File: config.mk
export PLATFORM = sky130hd
export DESIGN_NAME = regfile_write_arbiter_flat
export DESIGN_NICKNAME = d
export VERILOG_FILES = /design/src/rtl/regfile_write_arbiter_if.sv /design/src/rtl/regfile_write_arbiter.sv /design/src/flat_wrapper.sv
export SDC_FILE = /design/constraint.sdc
export NUM_CORES = 1
export LEC_CHECK = 0
export CORE_MARGIN = 5
export CORE_UTILIZATION = 57
export CTS_CLUSTER_SIZE = 8
export DETAILED_ROUTE_END_ITERATION = 12
export DONT_BUFFER_PORTS = 1
export MAX_ROUTING_LAYER = met4
export PLACE_DENSITY = 0.81
export SLEW_MARGIN = 20
export SYNTH_ARGS = -nofsm -noshare
export SYNTH_HDL_FRONTEND = slang
export SYNTH_SLANG_ARGS = --single-unit
File: constraint.sdc
create_clock -name Clock -period 1.7 [get_ports Clock]
set_clock_uncertainty 0.2 [all_clocks]
set_input_delay 0.17 -clock Clock [delete_from_list [all_inputs] [get_ports Clock]]
set_output_delay 0.17 -clock Clock [all_outputs]
set_load 0.03 [all_outputs]
File: src/rtl/regfile_write_arbiter_if.sv
// Bundle of the two requester handshakes and the registered register-file
// write port shared by the write arbiter.
interface regfile_write_arbiter_if #(
    parameter int DATA_W = 32,
    parameter int ADDR_W = 5
);
    // Requester A (pipeline WB stage)
    logic              a_valid;
    logic [ADDR_W-1:0] a_addr;
    logic [DATA_W-1:0] a_data;
    logic              a_ready;

    // Requester B (multi-cycle unit)
    logic              b_valid;
    logic [ADDR_W-1:0] b_addr;
    logic [DATA_W-1:0] b_data;
    logic              b_ready;

    // Register-file write port and observability
    logic              Write_En;
    logic [ADDR_W-1:0] Write_addr;
    logic [DATA_W-1:0] Write_data;
    logic              b_forced;

    // Requester side: drives write requests, sees grants and the write port
    modport master (
        output a_valid, a_addr, a_data,
        output b_valid, b_addr, b_data,
        input  a_ready, b_ready,
        input  Write_En, Write_addr, Write_data, b_forced
    );

    // Arbiter side: accepts requests, drives grants and the write port
    modport slave (
        input  a_valid, a_addr, a_data,
        input  b_valid, b_addr, b_data,
        output a_ready, b_ready,
        output Write_En, Write_addr, Write_data, b_forced
    );
endinterface

File: src/rtl/regfile_write_arbiter.sv
// Shares the single register-file write port between the WB stage (A, fixed
// priority) and the multi-cycle unit (B). A starvation guard forces one B
// grant after STARVE_LIMIT consecutive cycles in which B was held off.
// The write port is registered: a grant at edge N is presented during cycle
// N+1 and captured by the register file at edge N+1.
module regfile_write_arbiter #(
    parameter int DATA_W       = 32,
    parameter int ADDR_W       = 5,
    parameter int STARVE_LIMIT = 4
) (
    input  logic                    Clock,
    input  logic                    Reset_n,
    regfile_write_arbiter_if.slave  bus
);

    localparam int CNT_W = $clog2(STARVE_LIMIT + 1);
    localparam logic [CNT_W-1:0] CNT_MAX = CNT_W'(STARVE_LIMIT);

    typedef enum logic {
        NORMAL = 1'b0,
        B_PRI  = 1'b1
    } state_t;

    state_t            state;
    logic [CNT_W-1:0]  starve_cnt;
    logic [CNT_W-1:0]  cnt_inc;
    logic              a_grant;
    logic              b_grant;
    logic              b_blocked;
    logic [ADDR_W-1:0] grant_addr;
    logic [DATA_W-1:0] grant_data;

    // Saturating increment: the counter never wraps past STARVE_LIMIT
    function automatic logic [CNT_W-1:0] sat_inc(input logic [CNT_W-1:0] v);
        if (v >= CNT_MAX)
            return CNT_MAX;
        else
            return v + 1'b1;
    endfunction

    // Grant decode: priority follows the state, nothing is granted in reset
    always_comb begin
        a_grant = 1'b0;
        b_grant = 1'b0;
        if (Reset_n) begin
            if (state == NORMAL) begin
                a_grant = bus.a_valid;
                b_grant = bus.b_valid && !bus.a_valid;
            end else begin
                b_grant = bus.b_valid;
                a_grant = bus.a_valid && !bus.b_valid;
            end
        end
    end

    assign b_blocked  = bus.b_valid && !b_grant;
    assign cnt_inc    = sat_inc(starve_cnt);
    assign grant_addr = a_grant ? bus.a_addr : bus.b_addr;
    assign grant_data = a_grant ? bus.a_data : bus.b_data;

    assign bus.a_ready  = a_grant;
    assign bus.b_ready  = b_grant;
    assign bus.b_forced = (state == B_PRI);

    // Priority FSM with starvation counter; B_PRI lasts until B is served
    // or withdraws its request
    always_ff @(posedge Clock) begin
        if (!Reset_n) begin
            state      <= NORMAL;
            starve_cnt <= '0;
        end else begin
            case (state)
                NORMAL: begin
                    if (b_blocked) begin
                        starve_cnt <= cnt_inc;
                        if (cnt_inc == CNT_MAX)
                            state <= B_PRI;
                    end else begin
                        starve_cnt <= '0;
                    end
                end
                B_PRI: begin
                    if (b_grant || !bus.b_valid) begin
                        state      <= NORMAL;
                        starve_cnt <= '0;
                    end
                end
                default: begin
                    state      <= NORMAL;
                    starve_cnt <= '0;
                end
            endcase
        end
    end

    // Registered write port; a granted write to r0 completes the handshake
    // but never enables the register file
    always_ff @(posedge Clock) begin
        if (!Reset_n) begin
            bus.Write_En   <= 1'b0;
            bus.Write_addr <= '0;
            bus.Write_data <= '0;
        end else begin
            bus.Write_En <= (a_grant || b_grant) && (grant_addr != '0);
            if (a_grant || b_grant) begin
                bus.Write_addr <= grant_addr;
                bus.Write_data <= grant_data;
            end
        end
    end

endmodule

File: src/flat_wrapper.sv
// flat-port wrapper written by rule: the top's interface ports become plain ports
module regfile_write_arbiter_flat 
#(
    parameter int DATA_W       = 32,
    parameter int ADDR_W       = 5,
    parameter int STARVE_LIMIT = 4
)
  (Clock, Reset_n, bus_a_valid, bus_a_addr, bus_a_data, bus_b_valid, bus_b_addr, bus_b_data, bus_a_ready, bus_b_ready, bus_Write_En, bus_Write_addr, bus_Write_data, bus_b_forced);
  regfile_write_arbiter_if #(.DATA_W(DATA_W), .ADDR_W(ADDR_W)) bus_i ();
  input  logic Clock;
  input  logic Reset_n;
  input wire logic [$bits(bus_i.a_valid)-1:0] bus_a_valid;
  input wire logic [$bits(bus_i.a_addr)-1:0] bus_a_addr;
  input wire logic [$bits(bus_i.a_data)-1:0] bus_a_data;
  input wire logic [$bits(bus_i.b_valid)-1:0] bus_b_valid;
  input wire logic [$bits(bus_i.b_addr)-1:0] bus_b_addr;
  input wire logic [$bits(bus_i.b_data)-1:0] bus_b_data;
  output wire logic [$bits(bus_i.a_ready)-1:0] bus_a_ready;
  output wire logic [$bits(bus_i.b_ready)-1:0] bus_b_ready;
  output wire logic [$bits(bus_i.Write_En)-1:0] bus_Write_En;
  output wire logic [$bits(bus_i.Write_addr)-1:0] bus_Write_addr;
  output wire logic [$bits(bus_i.Write_data)-1:0] bus_Write_data;
  output wire logic [$bits(bus_i.b_forced)-1:0] bus_b_forced;
  assign bus_i.a_valid = bus_a_valid;
  assign bus_i.a_addr = bus_a_addr;
  assign bus_i.a_data = bus_a_data;
  assign bus_i.b_valid = bus_b_valid;
  assign bus_i.b_addr = bus_b_addr;
  assign bus_i.b_data = bus_b_data;
  assign bus_a_ready = bus_i.a_ready;
  assign bus_b_ready = bus_i.b_ready;
  assign bus_Write_En = bus_i.Write_En;
  assign bus_Write_addr = bus_i.Write_addr;
  assign bus_Write_data = bus_i.Write_data;
  assign bus_b_forced = bus_i.b_forced;
  regfile_write_arbiter #(.DATA_W(DATA_W), .ADDR_W(ADDR_W), .STARVE_LIMIT(STARVE_LIMIT)) u_core (.Clock(Clock), .Reset_n(Reset_n), .bus(bus_i));
endmodule
==> results.sh <==
export IMPL_grt_antenna_before_repair=0
export IMPL_final_cell_mix="dlygate4sd3_1 (88), a31oi_1 (37), dfxtp_1 (37), nand3_1 (36), o21ai_0 (33)"
export IMPL_end_kind="flip-flop"
export IMPL_initial_utilization=0.578
export IMPL_critPathKind="reg2reg"
export IMPL_cp_arrival_ps=1700
export IMPL_vdd_drop_max_mv=0.539
export IMPL_core_rowCount=22
export IMPL_finalSetupTns_ps=0
export IMPL_fin_area_um2=3090
export IMPL_final_util=0.856
export IMPL_synth_seq_cells=42
export IMPL_grt_pass1_wl_um=11700
export IMPL_cp_max_fo=2
export IMPL_yosysWarnings=0
export IMPL_dieWidth_um=70.5
export IMPL_nFillCells=204
export IMPL_grt_max_degree=75
export IMPL_drtPass1Iterations=5
export IMPL_relSlewSlack=0.679
export IMPL_hold_viol_final=0
export IMPL_period_share=0.986
export IMPL_die_h_um=70.5
export IMPL_syn_inst=242
export IMPL_viasPerCell=6.28
export IMPL_power_density_nw_per_um2=785
export IMPL_die_area_um2=4970
export IMPL_cts_max_level=2
export IMPL_clk_latency_ps=290
export IMPL_final_cells=372
export IMPL_io_pins=119
export IMPL_ant_nets=0
export IMPL_whs_ps=11.3
export IMPL_grt_pass1_vias=2319
export IMPL_period_needed_ps=1680
export IMPL_layout_drive_gt1_share=0.160
export IMPL_grt_overflow=0
export IMPL_tightest_slew_ps=481
export IMPL_leakage_nw=1.10
export IMPL_track_usage=0.300
export IMPL_wirelength_um=7660
export IMPL_hp_class="in2reg"
export IMPL_fin_nets=403
export IMPL_dp_cells=272
export IMPL_timing_reg2reg_setup_slack_ps=20
export IMPL_clkSinkCount=42
export IMPL_clk_pin_slew_ps=80
export IMPL_netlist_area_um2=2090
export IMPL_drt_initial_drc_count=292
export IMPL_place_congestion=0.784
export IMPL_fmax_mhz=597
export IMPL_drc=0
export IMPL_core_area_um2=3610
export IMPL_start_kind="flip-flop"
export IMPL_finalMaxSlewViolations=0
export IMPL_synth_seq_area_share=0.403
export IMPL_ys_types=27
export IMPL_hpwl_um=3540
export IMPL_final_common_cell="dlygate4sd3_1"
export IMPL_area_growth_syn_to_layout_pct=48.0
export IMPL_vias=2335
export IMPL_cts_max_path_buffers=2
export IMPL_wl_per_cell_um=20.6
export IMPL_port_buffers=0
export IMPL_max_cap_viol_count=0
export IMPL_synth_nets=322
export IMPL_syn_avg_cell_area_um2=8.62
export IMPL_cts_tree="yes"
export IMPL_setup_viol=0
export IMPL_post_dp_cell_area_um2=2040
export IMPL_antenna_cells=0
export IMPL_cts_buffers=5
export IMPL_clock_root_buffer="clkbuf_8"
export IMPL_status="completed"
export IMPL_crit_required_ps=1720
==> per-stage QoR <==
stage	power, mW	setup slack [ps]
global route	2.50	-26.0
floorplan	1.51	105
CTS	2.37	8.48
detailed placement	1.52	255
finish	2.42	23.9
global placement	1.52	286
==> cell families (layout without fill, tap and decap cells) <==
group                    after synthesis  in the layout  share of synthesized area
AND/OR/NAND/NOR                       49             49                      0.123
buffers and inverters                 33            115                      0.115
AO/OA/AOI/OAI                        116            116                      0.347
adder cells (fa/ha/maj)                2              2                     0.0120
flip-flops                            42             42                      0.403
==> final cells by class <==
cell class                 count  area [µm²]  share of cell area
sequential                    42         850               0.275
multi-input combinational    167        1020               0.332
clock inverter                 1        5.00             0.00162
tap                           48        60.1              0.0195
timing repair buffer         103        1050               0.339
inverter                       4        15.0             0.00486
clock buffer                   7        86.3              0.0280
==> routing by layer <==
layer | global-route usage | routed length (µm) | vias to the layer above
met5 | - | 0 | -
met4 | 0.126 | 279 | 0
met3 | 0.0662 | 615 | 37
met2 | 0.514 | 3840 | 154
met1 | 0.335 | 2920 | 1077
li1 | - | - | 1067
==> synth_stat cells <==
cell type,count,share of area
o21ai_1,21,0.050
inv_2,1,0.0018
a31oi_1,37,0.11
nor2b_1,1,0.0030
buf_4,3,0.011
clkbuf_1,4,0.0072
clkbuf_4,1,0.0036
nand3_1,36,0.086
or2b_1,1,0.0036
and3_1,1,0.0030
a21bo_1,1,0.0048
a21boi_2,1,0.0054
o21ai_0,33,0.079
a32o_1,2,0.0096
nor4_1,2,0.0060
buf_2,11,0.026
nor2_1,4,0.0072
o21a_1,2,0.0072
nand4b_1,1,0.0042
nand3_2,1,0.0048
dfxtp_1,42,0.40
inv_1,3,0.0054
buf_8,3,0.022
nor3_1,2,0.0048
buf_6,7,0.038
ha_1,2,0.012
o21ai_2,19,0.080
==> path summary, 6_finish.rpt <==
path                                                 from                         to  depth (start not counted)
worst max register to register  u_core.bus.Write_data[31]  u_core.bus.Write_data[31]                          3
worst min register to register       u_core.starve_cnt[2]       u_core.starve_cnt[0]                          1
worst max-delay path            u_core.bus.Write_data[31]  u_core.bus.Write_data[31]                          3
worst min-delay path                        bus_b_addr[0]   u_core.bus.Write_addr[0]                          2
==> state kept, by name, summed over array words and instances, names as in the netlist <==
| name | count |
|---|---|
| u_core.bus.Write_En | 1 |
| u_core.bus.Write_addr | 5 |
| u_core.bus.Write_data | 32 |
| u_core.bus.b_forced | 1 |
| u_core.starve_cnt | 3 |
==> worst max-delay path, stage by stage, from the launching register on <==
cell and delay (ps):
dfxtp_1 530, o21ai_0 160, dlygate4sd3_1 580, a31oi_1 140
==> power by group <==
part,internal [mW],switching (mW),leakage (nW)
clock network,0.328,0.342,0.0482
registers,1.06,0.179,0.350
logic,0.267,0.250,0.707
total,1.65,0.771,1.10
==> repair_timing <==
action,4_1_cts,5_1_grt
resized for setup,3,9
endpoints found under the hold margin,42,0
pin swaps,0,2
endpoints found under the setup margin,1,15
hold buffers,89,0
setup buffers,0,3
gates cloned,0,0
Note: power is estimated with default switching activity, not from simulation.
